--- src/rtl/retire_tracker_pkg.sv ---
// rtl/retire_tracker_pkg.sv - shared MIPS definitions used by the retire tracker
// Purpose: tracker FSM state type and the syscall instruction encoding.
// Ports: none (package).
package mips_pkg;

  typedef enum logic [1:0] {
    IDLE  = 2'd0,
    RUN   = 2'd1,
    DRAIN = 2'd2,
    DONE  = 2'd3
  } tracker_state_t;

  localparam logic [31:0] SYSCALL_INSTR = 32'h0000_000C;

endpackage

--- src/rtl/retire_tracker_if.sv ---
// rtl/retire_tracker_if.sv - retire stream in, frozen statistics out
// Purpose: bundles the retire-side inputs and the statistics-side outputs.
// Ports (signals):
//   clear, instr_valid, instr                     driven by the master (core side)
//   instruction_count, cycle_count, run_stats,
//   halted, state                                 driven by the slave (tracker)
interface retire_tracker_if #(
  parameter int CNT_W = 32
) ();

  logic             clear;
  logic             instr_valid;
  logic [31:0]      instr;
  logic [CNT_W-1:0] instruction_count;
  logic [CNT_W-1:0] cycle_count;
  logic             run_stats;
  logic             halted;
  logic [1:0]       state;

  modport master (
    output clear, instr_valid, instr,
    input  instruction_count, cycle_count, run_stats, halted, state
  );

  modport slave (
    input  clear, instr_valid, instr,
    output instruction_count, cycle_count, run_stats, halted, state
  );

endinterface

--- src/rtl/retire_tracker_sat_counter.sv ---
// rtl/retire_tracker_sat_counter.sv - saturating up-counter with synchronous clear
// Purpose: counts inc pulses, sticks at all-ones instead of wrapping.
// Ports:
//   clk    in  1  clock
//   rst_n  in  1  asynchronous active-low reset
//   clr    in  1  synchronous clear, wins over inc
//   inc    in  1  count enable
//   q      out W  count value
module sat_counter #(
  parameter int W = 32
) (
  input  logic         clk,
  input  logic         rst_n,
  input  logic         clr,
  input  logic         inc,
  output logic [W-1:0] q
);

  always_ff @(posedge clk or negedge rst_n) begin
    if (!rst_n) begin
      q <= '0;
    end else if (clr) begin
      q <= '0;
    end else if (inc && (q != {W{1'b1}})) begin
      q <= q + 1'b1;
    end
  end

endmodule

--- src/rtl/retire_tracker.sv ---
// rtl/retire_tracker.sv - retired-instruction / cycle tracker with end-of-program detect
// Purpose: counts retires and active cycles, detects the halt word, waits a
//   drain interval, then holds run_stats high with both counts frozen.
// Ports:
//   clk    in  1  clock
//   rst_n  in  1  asynchronous active-low reset
//   bus    slave modport of retire_tracker_if (clear/instr_valid/instr in;
//          instruction_count/cycle_count/run_stats/halted/state out)
module retire_tracker
  import mips_pkg::*;
#(
  parameter int          CNT_W        = 32,
  parameter logic [31:0] HALT_INSTR   = SYSCALL_INSTR,
  parameter int          DRAIN_CYCLES = 2
) (
  input logic             clk,
  input logic             rst_n,
  retire_tracker_if.slave bus
);

  // The drain counter is loaded with N-1 so that DONE is reached exactly
  // N edges after the halt retires.
  localparam logic [3:0] DRAIN_LOAD = 4'(DRAIN_CYCLES - 1);

  tracker_state_t   state;
  logic [3:0]       drainCnt;
  logic             runStats;
  logic             haltedQ;
  logic             isHalt;
  logic             instrInc;
  logic             cycleInc;
  logic [CNT_W-1:0] instrCount;
  logic [CNT_W-1:0] cycleCount;

  assign isHalt = (bus.instr == HALT_INSTR);

  // Retires count only while the program is live; the cycle counter starts
  // on the first retire (counter is 0 in IDLE, so that edge yields 1).
  assign instrInc = bus.instr_valid && ((state == IDLE) || (state == RUN));
  assign cycleInc = ((state == IDLE) && bus.instr_valid) ||
                    (state == RUN) || (state == DRAIN);

  always_ff @(posedge clk or negedge rst_n) begin
    if (!rst_n) begin
      state    <= IDLE;
      drainCnt <= '0;
      runStats <= 1'b0;
      haltedQ  <= 1'b0;
    end else if (bus.clear) begin
      state    <= IDLE;
      drainCnt <= '0;
      runStats <= 1'b0;
      haltedQ  <= 1'b0;
    end else begin
      case (state)
        IDLE: begin
          if (bus.instr_valid) begin
            if (isHalt) begin
              state    <= DRAIN;
              drainCnt <= DRAIN_LOAD;
              haltedQ  <= 1'b1;
            end else begin
              state <= RUN;
            end
          end
        end
        RUN: begin
          if (bus.instr_valid && isHalt) begin
            state    <= DRAIN;
            drainCnt <= DRAIN_LOAD;
            haltedQ  <= 1'b1;
          end
        end
        DRAIN: begin
          if (drainCnt == 4'd0) begin
            state    <= DONE;
            runStats <= 1'b1;
          end else begin
            drainCnt <= drainCnt - 4'd1;
          end
        end
        DONE: begin
          // Held until clear or reset so run_stats never re-pulses.
        end
        default: begin
          state <= IDLE;
        end
      endcase
    end
  end

  sat_counter #(.W(CNT_W)) uInstrCount (
    .clk  (clk),
    .rst_n(rst_n),
    .clr  (bus.clear),
    .inc  (instrInc),
    .q    (instrCount)
  );

  sat_counter #(.W(CNT_W)) uCycleCount (
    .clk  (clk),
    .rst_n(rst_n),
    .clr  (bus.clear),
    .inc  (cycleInc),
    .q    (cycleCount)
  );

  assign bus.instruction_count = instrCount;
  assign bus.cycle_count       = cycleCount;
  assign bus.run_stats         = runStats;
  assign bus.halted            = haltedQ;
  assign bus.state             = state;

endmodule

--- src/flat_wrapper.sv ---
// flat-port wrapper written by rule: the top's interface ports become plain ports
module retire_tracker_flat import mips_pkg::*;
#(
  parameter int          CNT_W        = 32,
  parameter logic [31:0] HALT_INSTR   = SYSCALL_INSTR,
  parameter int          DRAIN_CYCLES = 2
)
  (clk, rst_n, bus_clear, bus_instr_valid, bus_instr, bus_instruction_count, bus_cycle_count, bus_run_stats, bus_halted, bus_state);
  retire_tracker_if #(.CNT_W(CNT_W)) bus_i ();
  input logic clk;
  input logic rst_n;
  input wire logic [$bits(bus_i.clear)-1:0] bus_clear;
  input wire logic [$bits(bus_i.instr_valid)-1:0] bus_instr_valid;
  input wire logic [$bits(bus_i.instr)-1:0] bus_instr;
  output wire logic [$bits(bus_i.instruction_count)-1:0] bus_instruction_count;
  output wire logic [$bits(bus_i.cycle_count)-1:0] bus_cycle_count;
  output wire logic [$bits(bus_i.run_stats)-1:0] bus_run_stats;
  output wire logic [$bits(bus_i.halted)-1:0] bus_halted;
  output wire logic [$bits(bus_i.state)-1:0] bus_state;
  assign bus_i.clear = bus_clear;
  assign bus_i.instr_valid = bus_instr_valid;
  assign bus_i.instr = bus_instr;
  assign bus_instruction_count = bus_i.instruction_count;
  assign bus_cycle_count = bus_i.cycle_count;
  assign bus_run_stats = bus_i.run_stats;
  assign bus_halted = bus_i.halted;
  assign bus_state = bus_i.state;
  retire_tracker #(.CNT_W(CNT_W), .HALT_INSTR(HALT_INSTR), .DRAIN_CYCLES(DRAIN_CYCLES)) u_core (.clk(clk), .rst_n(rst_n), .bus(bus_i));
endmodule
--- config.mk ---
export PLATFORM = sky130hd
export DESIGN_NAME = retire_tracker_flat
export DESIGN_NICKNAME = d
export VERILOG_FILES = /design/src/rtl/retire_tracker_pkg.sv /design/src/rtl/retire_tracker_if.sv /design/src/rtl/retire_tracker_sat_counter.sv /design/src/rtl/retire_tracker.sv /design/src/flat_wrapper.sv
export SDC_FILE = /design/constraint.sdc
export NUM_CORES = 1
export LEC_CHECK = 0
export CAP_MARGIN = 10
export CORE_MARGIN = 3
export CORE_UTILIZATION = 51
export DETAILED_ROUTE_END_ITERATION = 10
export PLACE_DENSITY = 0.85
export SETUP_SLACK_MARGIN = 0.15
export SLEW_MARGIN = 10
export SYNTH_ARGS = -nofsm -noshare
export SYNTH_HDL_FRONTEND = slang
export SYNTH_HIERARCHICAL = 1
export SYNTH_SLANG_ARGS = --single-unit
--- constraint.sdc ---
create_clock -name clk -period 3.1 [get_ports clk]
set_clock_uncertainty 0.2 [all_clocks]
set_input_delay 0.775 -clock clk [delete_from_list [all_inputs] [get_ports clk]]
set_output_delay 0.775 -clock clk [all_outputs]
set_load 0.02 [all_outputs]
-- After elaboration in Yosys (flattened, before gate mapping)
Index checks and enable logic that the tools add are counted.
W data, S select, Z words.
- $add $sub $neg: 3
- eq/ne operators: 10
- multiplexer cells: 24
- reduce and logical (&&, ||, !) cells: 20
- operator list (operator ; count):
    $mux W32 ; 4
    $add A32 B1 Y32 const B ; 2
    $ne A32 B32 Y1 const B ; 2
    $eq A32 B4 Y1 const B ; 1
    $mux W4 ; 5
    $ne A3 B3 Y1 const B ; 4
    $pmux W4 S3 ; 1
    $mux W2 ; 5
    $reduce_and A4 Y1 ; 2
    $reduce_bool A2 Y1 ; 4
    $mux W1 ; 7
    $pmux W2 S3 ; 1
    $logic_and A1 B1 Y1 ; 5
    $reduce_and A5 Y1 ; 1
    $logic_not A4 Y1 ; 1
    $reduce_bool A4 Y1 ; 1
    $sub A4 B1 Y4 const B ; 1
    $logic_or A1 B1 Y1 ; 3
    $ne A3 B2 Y1 const B ; 1
    $reduce_bool A3 Y1 ; 1
    $eq A2 B1 Y1 const B ; 1
    $eq A2 B2 Y1 const B ; 1
    $logic_not A2 Y1 ; 1
    $pmux W1 S2 ; 1
    $reduce_and A2 Y1 ; 1
- register bits after elaboration: 72
- bits of input ports: 36
- output and inout port bits: 68
- word-level logic and storage cells: 63

-- Logic depth before layout (Yosys ltp)
- depth after elaboration: 7
- gate-level depth with buffers: 11
- gate-level depth less buffers: 9

-- Cells and area by module
Netlist, hierarchy kept.
- by module, submodules not included (module ; times used ; cells an instance ; area an instance (µm²) ; seq. area each (µm²)):
    sat_counter ; 2 ; 198 ; 1854.3 ; 800.8
    retire_tracker ; 1 ; 79 ; 685.7 ; 200.2

-- Worst setup path before layout
Ideal clock, no wire load.
- path type: flip-flop to flip-flop
- from: reg u_core.state[1] (netlist: u_core/bus.state[1])
- to: reg u_core.uInstrCount.q[31]
- setup time: 0.125 ns
- data arrival time: 2.346 ns
- data required time: 2.775 ns
- path slack: 0.429 ns
- stages on the path, launching flop included: 11
- path buffers: 1
- clock period less this slack: 2.671 ns
- cells stage by stage: dfrtp_1 inv_1 ha_1 nor2_1 nor2b_1 and3_1 nand4_1 a21o_1 buf_2 nor4_1 mux2_2
- longest elaborated chain between the ends: 5
- elaborated cells between the ends (all ways): 6
- classes of those cells: 1 x eq/ne; 5 x reduce/logical
- ends and longest elaborated chain (what ; RTL line ; source):
    start: declaration ; retire_tracker.sv:25 ; tracker_state_t state;
    start signal: assignment ; retire_tracker.sv:45 ; state <= IDLE;
    start signal: assignment ; retire_tracker.sv:50 ; state <= IDLE;
    start signal: assignment ; retire_tracker.sv:59 ; state <= DRAIN;
    $eq A2 B1 Y1 or $logic_not A2 Y1 (tied branches) ; retire_tracker.sv:39 ; assign instrInc = bus.instr_valid && ((state == IDLE) || (state == RUN));
    $logic_or A1 B1 Y1 (*) ; retire_tracker.sv:39 ;
    $logic_and A1 B1 Y1 (*) ; retire_tracker.sv:39 ;
    net u_core.instrInc ; retire_tracker.sv:30 ; logic instrInc;
    $logic_and A1 B1 Y1 (*) ; retire_tracker_sat_counter.sv:24 ; end else if (inc && (q != {W{1'b1}})) begin
    $reduce_bool A2 Y1 (no source line) (*) ; n/a ;
    end signal: assignment ; retire_tracker_sat_counter.sv:25 ; q <= q + 1'b1;
    end: declaration ; retire_tracker_sat_counter.sv:16 ; output logic [W-1:0] q
The timed path passes the listed nets; every way through them passes the cells marked *.
A chain may end at the register's enable or synchronous reset.

-- Worst setup path after layout
- from: in bus_instr_valid
- to: reg u_core.uInstrCount.q[25]
- longest elaborated chain between the ends: 3
- ends and longest elaborated chain (what ; RTL line ; source):
    start: declaration ; flat_wrapper.sv:13 ; input wire logic [$bits(bus_i.instr_valid)-1:0] bus_instr_valid;
    $logic_and A1 B1 Y1 ; retire_tracker.sv:39 ;
    net u_core.instrInc ; retire_tracker.sv:30 ;
    $logic_and A1 B1 Y1 ; retire_tracker_sat_counter.sv:24 ;
    $reduce_bool A2 Y1 (no source line) ; n/a ;
The timed path passes the listed nets, and every way through them passes these cells.

==> flow_summary.yaml <==
placement:
  place_ws_ps: -11.0
  portBuffers: 103
  gp_congestion: 0.869
  post_dp_cell_area_mm2: 0.00558
  hpwl_um: 8350
pwr:
  seq_power_share_pct: 37.8
  ir_worst_vdd_uv: 328
  pwr-share-clk_pct: 35.2
  p_sw_mw: 0.840
  p_int_mw: 1.97
  static-leakage-power_nw: 2.32
  swShare_pct: 29.9
  power_density_mw_per_mm2: 481
  finalPower_mw: 2.81
  combPwrFrac_pct: 27.0
drt:
  drt_pre_antenna_iters: 5
  wire_per_inst_um: 16.4
  drc_errors: 0
  antenna_left: 0
  via_per_inst: 5.92
  routed_wl_um: 11500
  vias: 4126
  drt-initial-drc-count: 224
critical_path:
  worstReg2RegStart: "u_core/bus.state[1]$_DFFE_PN0P_"
  cp-end-kind: "flop"
  cp_num_buf_inv: 2
  timing.critical_path.cells: "clkdlybuf4s50_1 > nor2b_1 > and3_1 > nand4_1 > a21o_1 > buf_4 > or4_1 > a21oi_1"
  startpoint_type: "primary input"
  r2r_cells: 10
  setup.worst_path.class: "primary input to flop"
  reg2reg_to: "u_core/uInstrCount/q[25]$_DFFE_PN0P_"
  cp.required_ps: 3170
  max_stage_delay_ps: 520
  cp_top_family: "simple AND/OR/NAND/NOR gates"
  reg2reg_slack_ps: 400
  worstPathMaxFanout: 5
  slowest_stage: "clkdlybuf4s50_1"
  crit_arrival_ps: 2870
  cp-startpoint: "bus_instr_valid"
clock_tree:
  clk_latency_ps: 340
  numCtsBuffers: 9
  clock-sinks: 72
  hold_buffers: 0
  clockBufferDepth: 2
  clkTransAtPathRegs_ps: 90
  post_cts_resized: 0
  postCtsSetupBuffers: 0
  clockRootBuffer: "clkbuf_8"
  htree_levels: 3
  cts_tree: "yes"
yosys:
  avgSynthCellArea_um2: 9.25
  async_reset_ff_share_pct: 100
  yosysWarnings: 6
  synth-edff-count: 0
  syn_inst: 475
  yosysTopAreaCellShare_pct: 41.0
  ys_seq_elements: 72
  synth_cell_type_count: 51
  syn_area_mm2: 0.00439
  seq_area_frac_synth_pct: 41.0
  synthTopCellsByArea: "dfrtp_1, nor2_1, xnor2_1"
  synthesis.nets: 517
  synth_flop_cell: "dfrtp_1"
  yosys.area.top_type: "dfrtp_1"
timing:
  maxSlewHeadroom_pct: 52.5
  max_freq_ghz: 0.357
  fin_tns_setup_ps: 0
  layout_min_cycle_time_ps: 2800
  hold_slack_ps: 29.3
  finalMaxSlewViolations: 0
  worstMarginPinSlew_ps: 707
  timing.final.ws_setup_ps: 300
  setup_viol: 0
  period_share_pct: 90.3
  rsz0062_at_grt: "no"
  hold_viol_final: 0
global_route:
  gr-total-overflow: 0
  grt_start_max_net_pins: 48
  antenna_found_initial: 0
  grtUsageTotal_pct: 24.1
  grt_pass1_vias: 4120
  grt_pass1_wl_um: 19500
final_layout:
  drive_gt1_share_pct: 11.7
  stdcell_area_mm2: 0.00585
  final_nets: 630
  area_delta_synth_final_pct: 33.1
  num_antenna_cells: 0
floorplanning:
  io_pins: 104
  die_x_um: 98.8
  start_util_pct: 52.9
  die_area_mm2: 0.00977
  core_mm2: 0.00830
  die_h_um: 98.8
  num_rows: 33
outcome:
  outcome: "completed"
run:
  cap_violations: 0
hold_path:
  worstHoldPathType: "primary input to async pin"
state kept, by name (all words and copies together) (netlist names):
name and flops:
u_core/uInstrCount/q 32, u_core/drainCnt 4, u_core/uCycleCount/q 32, u_core/bus.run_stats 1
u_core/bus.state 2, u_core/bus.halted 1
area by class of cell:
| type | count | area (µm²) |
|---|---|---|
| inverter | 20 | 75.1 |
| multi-input combinational | 368 | 2450 |
| sequential | 72 | 1800 |
| timing repair buffer | 117 | 1130 |
| tap | 105 | 131 |
| clock buffer | 10 | 138 |
| fill | 621 | 2450 |
| clock inverter | 5 | 129 |
worst max path at each step:
stage / to / slack [ps] / cells past startpoint
6_report: u_core/uInstrCount/q[25]$_DFFE_PN0P_ / 300 / 8
5_1_grt: u_core/uInstrCount/q[21]$_DFFE_PN0P_ / 220 / 8
4_1_cts: u_core/uInstrCount/q[25]$_DFFE_PN0P_ / 340 / 8
3_5_place_dp: u_core/uInstrCount/q[21]$_DFFE_PN0P_ / -10 / 8
3_3_place_gp: u_core/uInstrCount/q[21]$_DFFE_PN0P_ / 30 / 8
2_1_floorplan: u_core/uInstrCount/q[31]$_DFFE_PN0P_ / 430 / 10
cells in the mapped netlist, types with 10 or more instances:
library cell  instances
a211oi_1             11
a21oi_1              29
and3_1               14
dfrtp_1              72
inv_1                20
mux2_2               10
nand2_1              27
nand3_1              26
nand4_1              13
nor2_1               59
nor2b_1              13
nor4_1               14
or3_1                12
xnor2_1              20
stage by stage:
stage          cells  util, %
2_1_floorplan    475        -
3_3_place_gp     682     67.3
3_5_place_dp     682     67.3
4_1_cts          697     70.5
5_1_grt          697     70.5
6_report         697     70.5
power by group through the flow:
stage	Combinational, mW	Clock [mW]	Sequential [mW]
global route	0.822	1.06	1.07
floorplan	0.428	0	1.11
detailed placement	0.743	0	1.08
CTS	0.753	1.01	1.06
finish	0.758	0.991	1.06
global placement	0.710	0	1.07
cell usage in the layout, fill, tap and decap left out, types with 14 or more instances in the layout:
cell / synthesis / routed
nor2_1: 59 / 59
a21oi_1: 29 / 29
buf_4: 2 / 14
xnor2_1: 20 / 20
and3_1: 14 / 14
nand2_1: 27 / 27
dfrtp_1: 72 / 72
nor4_1: 14 / 14
nand3_1: 26 / 26
clkdlybuf4s50_1: 0 / 101
inv_1: 20 / 20
per-layer routing:
layer  vias up  share of wire, %  GRT usage (%)
li1       1969                 -              -
met4         0               1.5           7.98
met2       130                52           41.0
met5         -                 0              0
met1      2010                42           31.1
met3        17               4.2           4.32
logic make-up (layout without fill, tap and decap cells):
logic type                 count (synthesis)  after routing  share of synthesized area [%]
and+or+nand+nor                          233            233                           30.6
AOI/OAI and AO/OA                         87             87                           13.8
DFF                                       72             72                           41.0
buffers and inverters                     35            152                           3.27
xor gates and xnor gates                  26             26                           5.18
muxes                                     16             16                           4.39
adders and majority gates                  6              6                           1.71
Power figures use the tool's default switching activity.
